<file path="config.mk">
export PLATFORM = sky130hd
export DESIGN_NAME = dmem_arbiter_flat
export DESIGN_NICKNAME = d
export VERILOG_FILES = /design/src/rtl/dmem_arbiter_if.sv /design/src/rtl/dmem_arbiter.sv /design/src/flat_wrapper.sv
export SDC_FILE = /design/constraint.sdc
export NUM_CORES = 1
export LEC_CHECK = 0
export CORE_AREA = 2 2 116 118
export CTS_CLUSTER_SIZE = 30
export DETAILED_ROUTE_END_ITERATION = 7
export DIE_AREA = 0 0 118 120
export PLACE_DENSITY_LB_ADDON = 0.1
export SYNTH_ARGS = -nofsm -noshare
export SYNTH_HDL_FRONTEND = slang
export SYNTH_SLANG_ARGS = --single-unit
export TNS_END_PERCENT = 1
</file>
<file path="constraint.sdc">
create_clock -name clk -period 9.3 [get_ports clk]
set_input_delay 2.325 -clock clk [delete_from_list [all_inputs] [get_ports clk]]
set_output_delay 2.325 -clock clk [all_outputs]
set_load 0.01 [all_outputs]
</file>
<file path="src/rtl/dmem_arbiter_if.sv">
// dmem_arbiter_if
//   Bundles the signals around the shared data memory. There are three groups:
//   the CPU (MEM stage) port, the DMA/loader port, and the memory-side port.
//   slave  : the arbiter's view. It takes requests and mem_rdata, and drives
//            grants, stall, read data and the memory controls.
//   master : the surrounding system's view, which is the opposite direction.
//
//   Handshakes:
//     CPU: an access completes in a cycle where cpu_req=1 and cpu_stall=0.
//          While cpu_stall=1, the pipeline keeps cpu_req, cpu_we, cpu_addr
//          and cpu_wdata stable.
//     DMA: a beat completes in a cycle where dma_req=1 and dma_gnt=1.
//          dma_req, dma_we, dma_addr and dma_wdata stay stable until then.
//          For a read beat, dma_rvalid is high for exactly one cycle, in the
//          cycle after the grant, and dma_rdata is valid in that cycle.
interface dmem_arbiter_if #(
  parameter int DATA_W = 32
);
  logic              cpu_req;
  logic              cpu_we;
  logic [DATA_W-1:0] cpu_addr;
  logic [DATA_W-1:0] cpu_wdata;
  logic [DATA_W-1:0] cpu_rdata;
  logic              cpu_stall;

  logic              dma_req;
  logic              dma_we;
  logic [DATA_W-1:0] dma_addr;
  logic [DATA_W-1:0] dma_wdata;
  logic              dma_gnt;
  logic [DATA_W-1:0] dma_rdata;
  logic              dma_rvalid;

  logic              mem_we;
  logic [DATA_W-1:0] mem_addr;
  logic [DATA_W-1:0] mem_wdata;
  logic [DATA_W-1:0] mem_rdata;

  modport slave (
    input  cpu_req, cpu_we, cpu_addr, cpu_wdata,
    output cpu_rdata, cpu_stall,
    input  dma_req, dma_we, dma_addr, dma_wdata,
    output dma_gnt, dma_rdata, dma_rvalid,
    output mem_we, mem_addr, mem_wdata,
    input  mem_rdata
  );

  modport master (
    output cpu_req, cpu_we, cpu_addr, cpu_wdata,
    input  cpu_rdata, cpu_stall,
    output dma_req, dma_we, dma_addr, dma_wdata,
    input  dma_gnt, dma_rdata, dma_rvalid,
    input  mem_we, mem_addr, mem_wdata,
    output mem_rdata
  );
endinterface

</file>
<file path="src/rtl/dmem_arbiter.sv">
// dmem_arbiter
//   Shares a single-port data memory between the pipeline MEM stage (CPU)
//   and a DMA/loader port. The CPU wins by default. A DMA request that keeps
//   losing to the CPU for STARVE_LIMIT consecutive cycles takes ownership of
//   the memory (S_DMA). It then keeps ownership for up to MAX_BURST beats,
//   or until it drops dma_req.
// Ports
//   clk       : rising-edge clock
//   reset     : asynchronous, active-high
//   bus       : dmem_arbiter_if.slave (CPU, DMA and memory-side signals)
//   dbg_state : current arbitration state (0 = S_CPU, 1 = S_DMA)
module dmem_arbiter #(
  parameter int DATA_W       = 32,
  parameter int STARVE_LIMIT = 4,
  parameter int MAX_BURST    = 4
) (
  input  logic           clk,
  input  logic           reset,
  dmem_arbiter_if.slave  bus,
  output logic           dbg_state
);

  localparam int WAIT_W = (STARVE_LIMIT > 1) ? $clog2(STARVE_LIMIT) : 1;
  localparam int BEAT_W = (MAX_BURST > 1) ? $clog2(MAX_BURST) : 1;
  localparam logic [WAIT_W-1:0] WAIT_MAX = WAIT_W'(STARVE_LIMIT - 1);
  localparam logic [BEAT_W-1:0] BEAT_MAX = BEAT_W'(MAX_BURST - 1);
  localparam logic [WAIT_W-1:0] WAIT_ONE = WAIT_W'(1);
  localparam logic [BEAT_W-1:0] BEAT_ONE = BEAT_W'(1);

  typedef enum logic {
    S_CPU = 1'b0,
    S_DMA = 1'b1
  } state_t;

  state_t            state_q, state_d;
  logic [WAIT_W-1:0] wait_cnt_q, wait_cnt_d;
  logic [BEAT_W-1:0] beat_cnt_q, beat_cnt_d;
  logic              dma_rvalid_q, dma_rvalid_d;
  logic [DATA_W-1:0] dma_rdata_q, dma_rdata_d;

  logic cpu_gnt;
  logic dma_gnt;
  logic denial;

  // Grants are combinational, so they are masked while reset is high. This
  // keeps a write that was in progress from reaching the memory.
  always_comb begin
    cpu_gnt = 1'b0;
    dma_gnt = 1'b0;
    if (!reset) begin
      if (state_q == S_CPU) begin
        cpu_gnt = bus.cpu_req;
        dma_gnt = bus.dma_req & ~bus.cpu_req;
      end else begin
        dma_gnt = bus.dma_req;
      end
    end
    denial = (state_q == S_CPU) & bus.cpu_req & bus.dma_req;
  end

  // Memory-side mux. When nothing is granted, all controls are driven to zero.
  always_comb begin
    bus.mem_we    = 1'b0;
    bus.mem_addr  = '0;
    bus.mem_wdata = '0;
    if (cpu_gnt) begin
      bus.mem_we    = bus.cpu_we;
      bus.mem_addr  = bus.cpu_addr;
      bus.mem_wdata = bus.cpu_wdata;
    end else if (dma_gnt) begin
      bus.mem_we    = bus.dma_we;
      bus.mem_addr  = bus.dma_addr;
      bus.mem_wdata = bus.dma_wdata;
    end
  end

  assign bus.cpu_rdata  = bus.mem_rdata;
  assign bus.cpu_stall  = ~reset & bus.cpu_req & ~cpu_gnt;
  assign bus.dma_gnt    = dma_gnt;
  assign bus.dma_rdata  = dma_rdata_q;
  assign bus.dma_rvalid = dma_rvalid_q;
  assign dbg_state      = state_q;

  // Next-state and counter logic.
  always_comb begin
    state_d    = state_q;
    wait_cnt_d = '0;
    beat_cnt_d = beat_cnt_q;
    if (state_q == S_CPU) begin
      beat_cnt_d = '0;
      // Any cycle that is not a denial clears wait_cnt. That covers both
      // "DMA not requesting" and "DMA granted". It also covers dma_req
      // falling in the same cycle that would otherwise have caused a
      // takeover.
      if (denial) begin
        if (wait_cnt_q == WAIT_MAX) begin
          state_d = S_DMA;
        end else begin
          wait_cnt_d = wait_cnt_q + WAIT_ONE;
        end
      end
    end else begin
      if (!bus.dma_req) begin
        state_d    = S_CPU;
        beat_cnt_d = '0;
      end else if (beat_cnt_q == BEAT_MAX) begin
        state_d    = S_CPU;
        beat_cnt_d = '0;
      end else begin
        beat_cnt_d = beat_cnt_q + BEAT_ONE;
      end
    end
  end

  // DMA read return. The data is captured on the edge that ends the granted
  // read beat. dma_rdata holds its value between reads.
  always_comb begin
    dma_rvalid_d = 1'b0;
    dma_rdata_d  = dma_rdata_q;
    if (dma_gnt && !bus.dma_we) begin
      dma_rvalid_d = 1'b1;
      dma_rdata_d  = bus.mem_rdata;
    end
  end

  always_ff @(posedge clk or posedge reset) begin
    if (reset) begin
      state_q      <= S_CPU;
      wait_cnt_q   <= '0;
      beat_cnt_q   <= '0;
      dma_rvalid_q <= 1'b0;
      dma_rdata_q  <= '0;
    end else begin
      state_q      <= state_d;
      wait_cnt_q   <= wait_cnt_d;
      beat_cnt_q   <= beat_cnt_d;
      dma_rvalid_q <= dma_rvalid_d;
      dma_rdata_q  <= dma_rdata_d;
    end
  end

endmodule

</file>
<file path="src/flat_wrapper.sv">
// flat-port wrapper written by rule: the top's interface ports become plain ports
module dmem_arbiter_flat 
#(
  parameter int DATA_W       = 32,
  parameter int STARVE_LIMIT = 4,
  parameter int MAX_BURST    = 4
)
  (clk, reset, dbg_state, bus_cpu_req, bus_cpu_we, bus_cpu_addr, bus_cpu_wdata, bus_cpu_rdata, bus_cpu_stall, bus_dma_req, bus_dma_we, bus_dma_addr, bus_dma_wdata, bus_dma_gnt, bus_dma_rdata, bus_dma_rvalid, bus_mem_we, bus_mem_addr, bus_mem_wdata, bus_mem_rdata);
  dmem_arbiter_if #(.DATA_W(DATA_W)) bus_i ();
  input  logic clk;
  input  logic reset;
  output logic dbg_state;
  input wire logic [$bits(bus_i.cpu_req)-1:0] bus_cpu_req;
  input wire logic [$bits(bus_i.cpu_we)-1:0] bus_cpu_we;
  input wire logic [$bits(bus_i.cpu_addr)-1:0] bus_cpu_addr;
  input wire logic [$bits(bus_i.cpu_wdata)-1:0] bus_cpu_wdata;
  output wire logic [$bits(bus_i.cpu_rdata)-1:0] bus_cpu_rdata;
  output wire logic [$bits(bus_i.cpu_stall)-1:0] bus_cpu_stall;
  input wire logic [$bits(bus_i.dma_req)-1:0] bus_dma_req;
  input wire logic [$bits(bus_i.dma_we)-1:0] bus_dma_we;
  input wire logic [$bits(bus_i.dma_addr)-1:0] bus_dma_addr;
  input wire logic [$bits(bus_i.dma_wdata)-1:0] bus_dma_wdata;
  output wire logic [$bits(bus_i.dma_gnt)-1:0] bus_dma_gnt;
  output wire logic [$bits(bus_i.dma_rdata)-1:0] bus_dma_rdata;
  output wire logic [$bits(bus_i.dma_rvalid)-1:0] bus_dma_rvalid;
  output wire logic [$bits(bus_i.mem_we)-1:0] bus_mem_we;
  output wire logic [$bits(bus_i.mem_addr)-1:0] bus_mem_addr;
  output wire logic [$bits(bus_i.mem_wdata)-1:0] bus_mem_wdata;
  input wire logic [$bits(bus_i.mem_rdata)-1:0] bus_mem_rdata;
  assign bus_i.cpu_req = bus_cpu_req;
  assign bus_i.cpu_we = bus_cpu_we;
  assign bus_i.cpu_addr = bus_cpu_addr;
  assign bus_i.cpu_wdata = bus_cpu_wdata;
  assign bus_cpu_rdata = bus_i.cpu_rdata;
  assign bus_cpu_stall = bus_i.cpu_stall;
  assign bus_i.dma_req = bus_dma_req;
  assign bus_i.dma_we = bus_dma_we;
  assign bus_i.dma_addr = bus_dma_addr;
  assign bus_i.dma_wdata = bus_dma_wdata;
  assign bus_dma_gnt = bus_i.dma_gnt;
  assign bus_dma_rdata = bus_i.dma_rdata;
  assign bus_dma_rvalid = bus_i.dma_rvalid;
  assign bus_mem_we = bus_i.mem_we;
  assign bus_mem_addr = bus_i.mem_addr;
  assign bus_mem_wdata = bus_i.mem_wdata;
  assign bus_i.mem_rdata = bus_mem_rdata;
  dmem_arbiter #(.DATA_W(DATA_W), .STARVE_LIMIT(STARVE_LIMIT), .MAX_BURST(MAX_BURST)) u_core (.clk(clk), .reset(reset), .bus(bus_i), .dbg_state(dbg_state));
endmodule
</file>
==> summary.md <==
| Metric | Value |
|---|---|
| Avg WL per Cell | `17.9 um` |
| Largest net degree at the start of global routing | `66` |
| Post-route ant nets | `0` |
| TritonCTS clock tree | `yes` |
| Initial antenna violation count | `0` |
| Most used cell, CP | `clkdlybuf4s50_1` |
| Syn Std Cell Area | `0.00236 sq mm` |
| Setup violations, final | `0` |
| Initial core utilization | `18.2%` |
| Post-Syn Nets | `369` |
| Startpoint Class | `input pin` |
| Final instance area | `0.00540 sq mm` |
| DPL Wire Length | `9720 um` |
| Leak | `2.15 nW` |
| Hold path endpoint | `u_core.beat_cnt_q[0]` |
| Max-cap violation count | `0` |
| CTS max path bufs | `2` |
| Crit-path slowest cell | `and2_2` |
| Core area | `0.0130 sq mm` |
| Highest clock rate | `130 MHz` |
| Register area share after synthesis | `40.4%` |
| Vias in the first global route | `2725` |
| GR Overflow Total | `0` |
| Worst skew pair latency | `0.27 ns` |
| Die area | `0.0142 sq mm` |
| CTS Buf Count | `5` |
| Fin nets | `628` |
| Seq cells post-synth | `38` |
| Chip width | `118 um` |
| Top area cells in the synthesized netlist | `dfrtp_1 (40%), a22o_1 (24%), mux2_2 (15%), buf_4 (10%), buf_2 (2.5%)` |
| Final std cells w/o fill | `637` |
| Yosys warns | `0` |
| DRC Markers | `0` |
| Synth-to-layout area growth | `129%` |
| Top cell type's share of synthesized area | `40.4%` |
| Data required time of the worst path | `6.98 ns` |
| R2r startpoint | `u_core.dbg_state` |
| DP Area | `0.00525 sq mm` |
| Flop-to-flop setup slack | `7.17 ns` |
| Placer Congestion | `0.751` |
| H-tree depth | `2` |
| First-pass GRT wire length | `16300 um` |
| CTS resizes | `0` |
| Critical Path, Cell by Cell | `clkdlybuf4s50_1 -> inv_1 -> buf_4 -> and2_2 -> a22o_1 -> clkdlybuf4s50_1` |
| Final Cycle Share | `82.6%` |
| Vias post-DR | `2645` |
| HP Start | `u_core.beat_cnt_q[0]` |
| Cell area power density | `122 mW/mm^2` |
| Slew Viols, Final | `0` |
| Reg2reg end | `u_core.bus.dma_rdata[20]` |
| Final core utilization | `41.6%` |
| Site Rows | `42` |
| Layout cells sized above 1 | `9.76%` |
| Total track usage | `15.2%` |
| Post-CTS Setup Bufs | `0` |
| CP Capture Type | `primary output` |
| Post-Place Cells | `629` |
| CTS clk-pin slew, worst paths | `0.05 ns` |
| Die Ht | `120 um` |
| Max_slew headroom | `19.3%` |
| Via/cell ratio | `4.15` |
| Worst Hold Class | `reg -> reg` |
| Min cycle time layout | `7.68 ns` |
| CTS sink cnt | `38` |
| Number of stages on the worst hold path | `1` |
| Ports | `299` |
| Peak supply drop | `0.0624 mV` |
| Worst clock skew | `0.00413 ns` |
| Setup CP Type | `in -> out` |
| Drt first pass iters | `4` |
| Outcome | `finished clean` |
| Synth unique cells | `19` |
| RSZ-0062 raised after global routing | `no` |
| CP Max Fanout | `65` |
| Fin. Hold Viols | `0` |
| Setup TNS | `0 ns` |
| Area leader, netlist | `dfrtp_1` |
| Syn_area_per_cell | `11.7 sq um` |
| Routed wire length | `11400 um` |
| Worst reg-to-reg path cell count | `4` |
| Hold-fix buffers at CTS | `0` |
| 1st-iter DRT viols | `69` |
| Max incr delay on CP | `1.06 ns` |
| CTS Root Cell | `clkbuf_16` |
| Cell count after synthesis | `201` |
| Port Buffers | `298` |
| Ant. Diodes | `0` |
| Worst-Margin Slew | `1.21 ns` |
| Data arrival, critical path | `5.35 ns` |
==> logic make-up (layout without fill, tap and decap cells) <==
group | after synthesis | after routing | synth area share, %
compound gates | 66 | 66 | 24.4
fa+ha+maj | 2 | 2 | 1.06
buf+inv | 50 | 310 | 14.7
flops | 38 | 38 | 40.4
mux | 32 | 32 | 15.3
simple gates | 13 | 13 | 4.25
==> cells in the final DEF, fill, tap and decap left out, types with 2 or more instances in the layout <==
cell type        Yosys  final
a22o_1              65     65
ha_1                 2      2
mux2_2              31     31
and3_1               3      3
clkdlybuf4s50_1      0    298
nand2_1              2      2
dfrtp_1             38     38
nor2b_1              2      2
nor3_1               2      2
clkbuf_16            0      5
buf_4               32      3
==> state kept, by name, summed over array words and instances, names as in the netlist <==
register,cells
u_core.bus.dma_rdata,32
u_core.beat_cnt_q,2
u_core.wait_cnt_q,2
u_core.bus.dma_rvalid,1
u_core.dbg_state,1
==> Yosys cell counts <==
cell type	instances
and3_1	3
nor3_1	2
nor4b_4	1
a22o_1	65
nand2_1	2
and2_1	1
dfrtp_1	38
a21oi_1	1
buf_2	12
buf_6	3
inv_1	1
ha_1	2
clkbuf_1	2
nor2b_2	1
mux2_1	1
mux2_2	31
buf_4	32
nor2b_1	2
nor3b_2	1
==> worst max-delay path by stage <==
stage | end | start
after floorplan | bus_mem_addr[12] | reset
after global placement | bus_mem_wdata[22] | reset
after detailed placement | bus_mem_wdata[22] | reset
after CTS | bus_mem_wdata[22] | reset
after global routing | bus_mem_wdata[22] | reset
final | bus_mem_wdata[22] | reset
==> stage by stage <==
| step | setup slack [ns] | hold slack [ns] | power [mW] |
|---|---|---|---|
| detailed placement | 1.51 | 0.434 | 0.500 |
| global route | 1.30 | 0.462 | 0.693 |
| CTS | 1.51 | 0.441 | 0.670 |
| floorplan | 3.04 | 0.412 | 0.309 |
| finish | 1.62 | 0.435 | 0.658 |
| global placement | 1.55 | 0.425 | 0.498 |
==> critical path: cells and delay by family <==
| family | cells | cell delay [ns] |
|---|---|---|
| and+or+nand+nor | 1 | 1.06 |
| AOI/OAI and AO/OA | 1 | 0.29 |
| buffers and inverters | 4 | 1.64 |
==> final cells by class <==
cell class                      count  area [sq um]
Clock inverter                      1          5.00
Clock buffer                        7           143
Fill cell                        1266          7580
Inverter                            1          3.75
Tap cell                          176           220
Timing Repair Buffer              301          3010
Sequential cell                    38           951
Multi-Input combinational cell    113          1070
==> per-layer routing <==
metal | share of wire (%) | GRT usage [%] | vias to the layer above
li1 | - | - | 1253
met1 | 34 | 15.1 | 1225
met2 | 55 | 29.8 | 159
met3 | 9.8 | 5.85 | 8
met4 | 1.1 | 3.31 | 0
met5 | 0 | 0 | -
==> power by group <==
| part | switching [mW] | internal [mW] | total, mW |
|---|---|---|---|
| registers | 0.0136 | 0.197 | 0.210 |
| logic | 0.0942 | 0.187 | 0.282 |
| clock network | 0.0604 | 0.106 | 0.167 |
No activity file was read; power rests on OpenSTA's default activity.
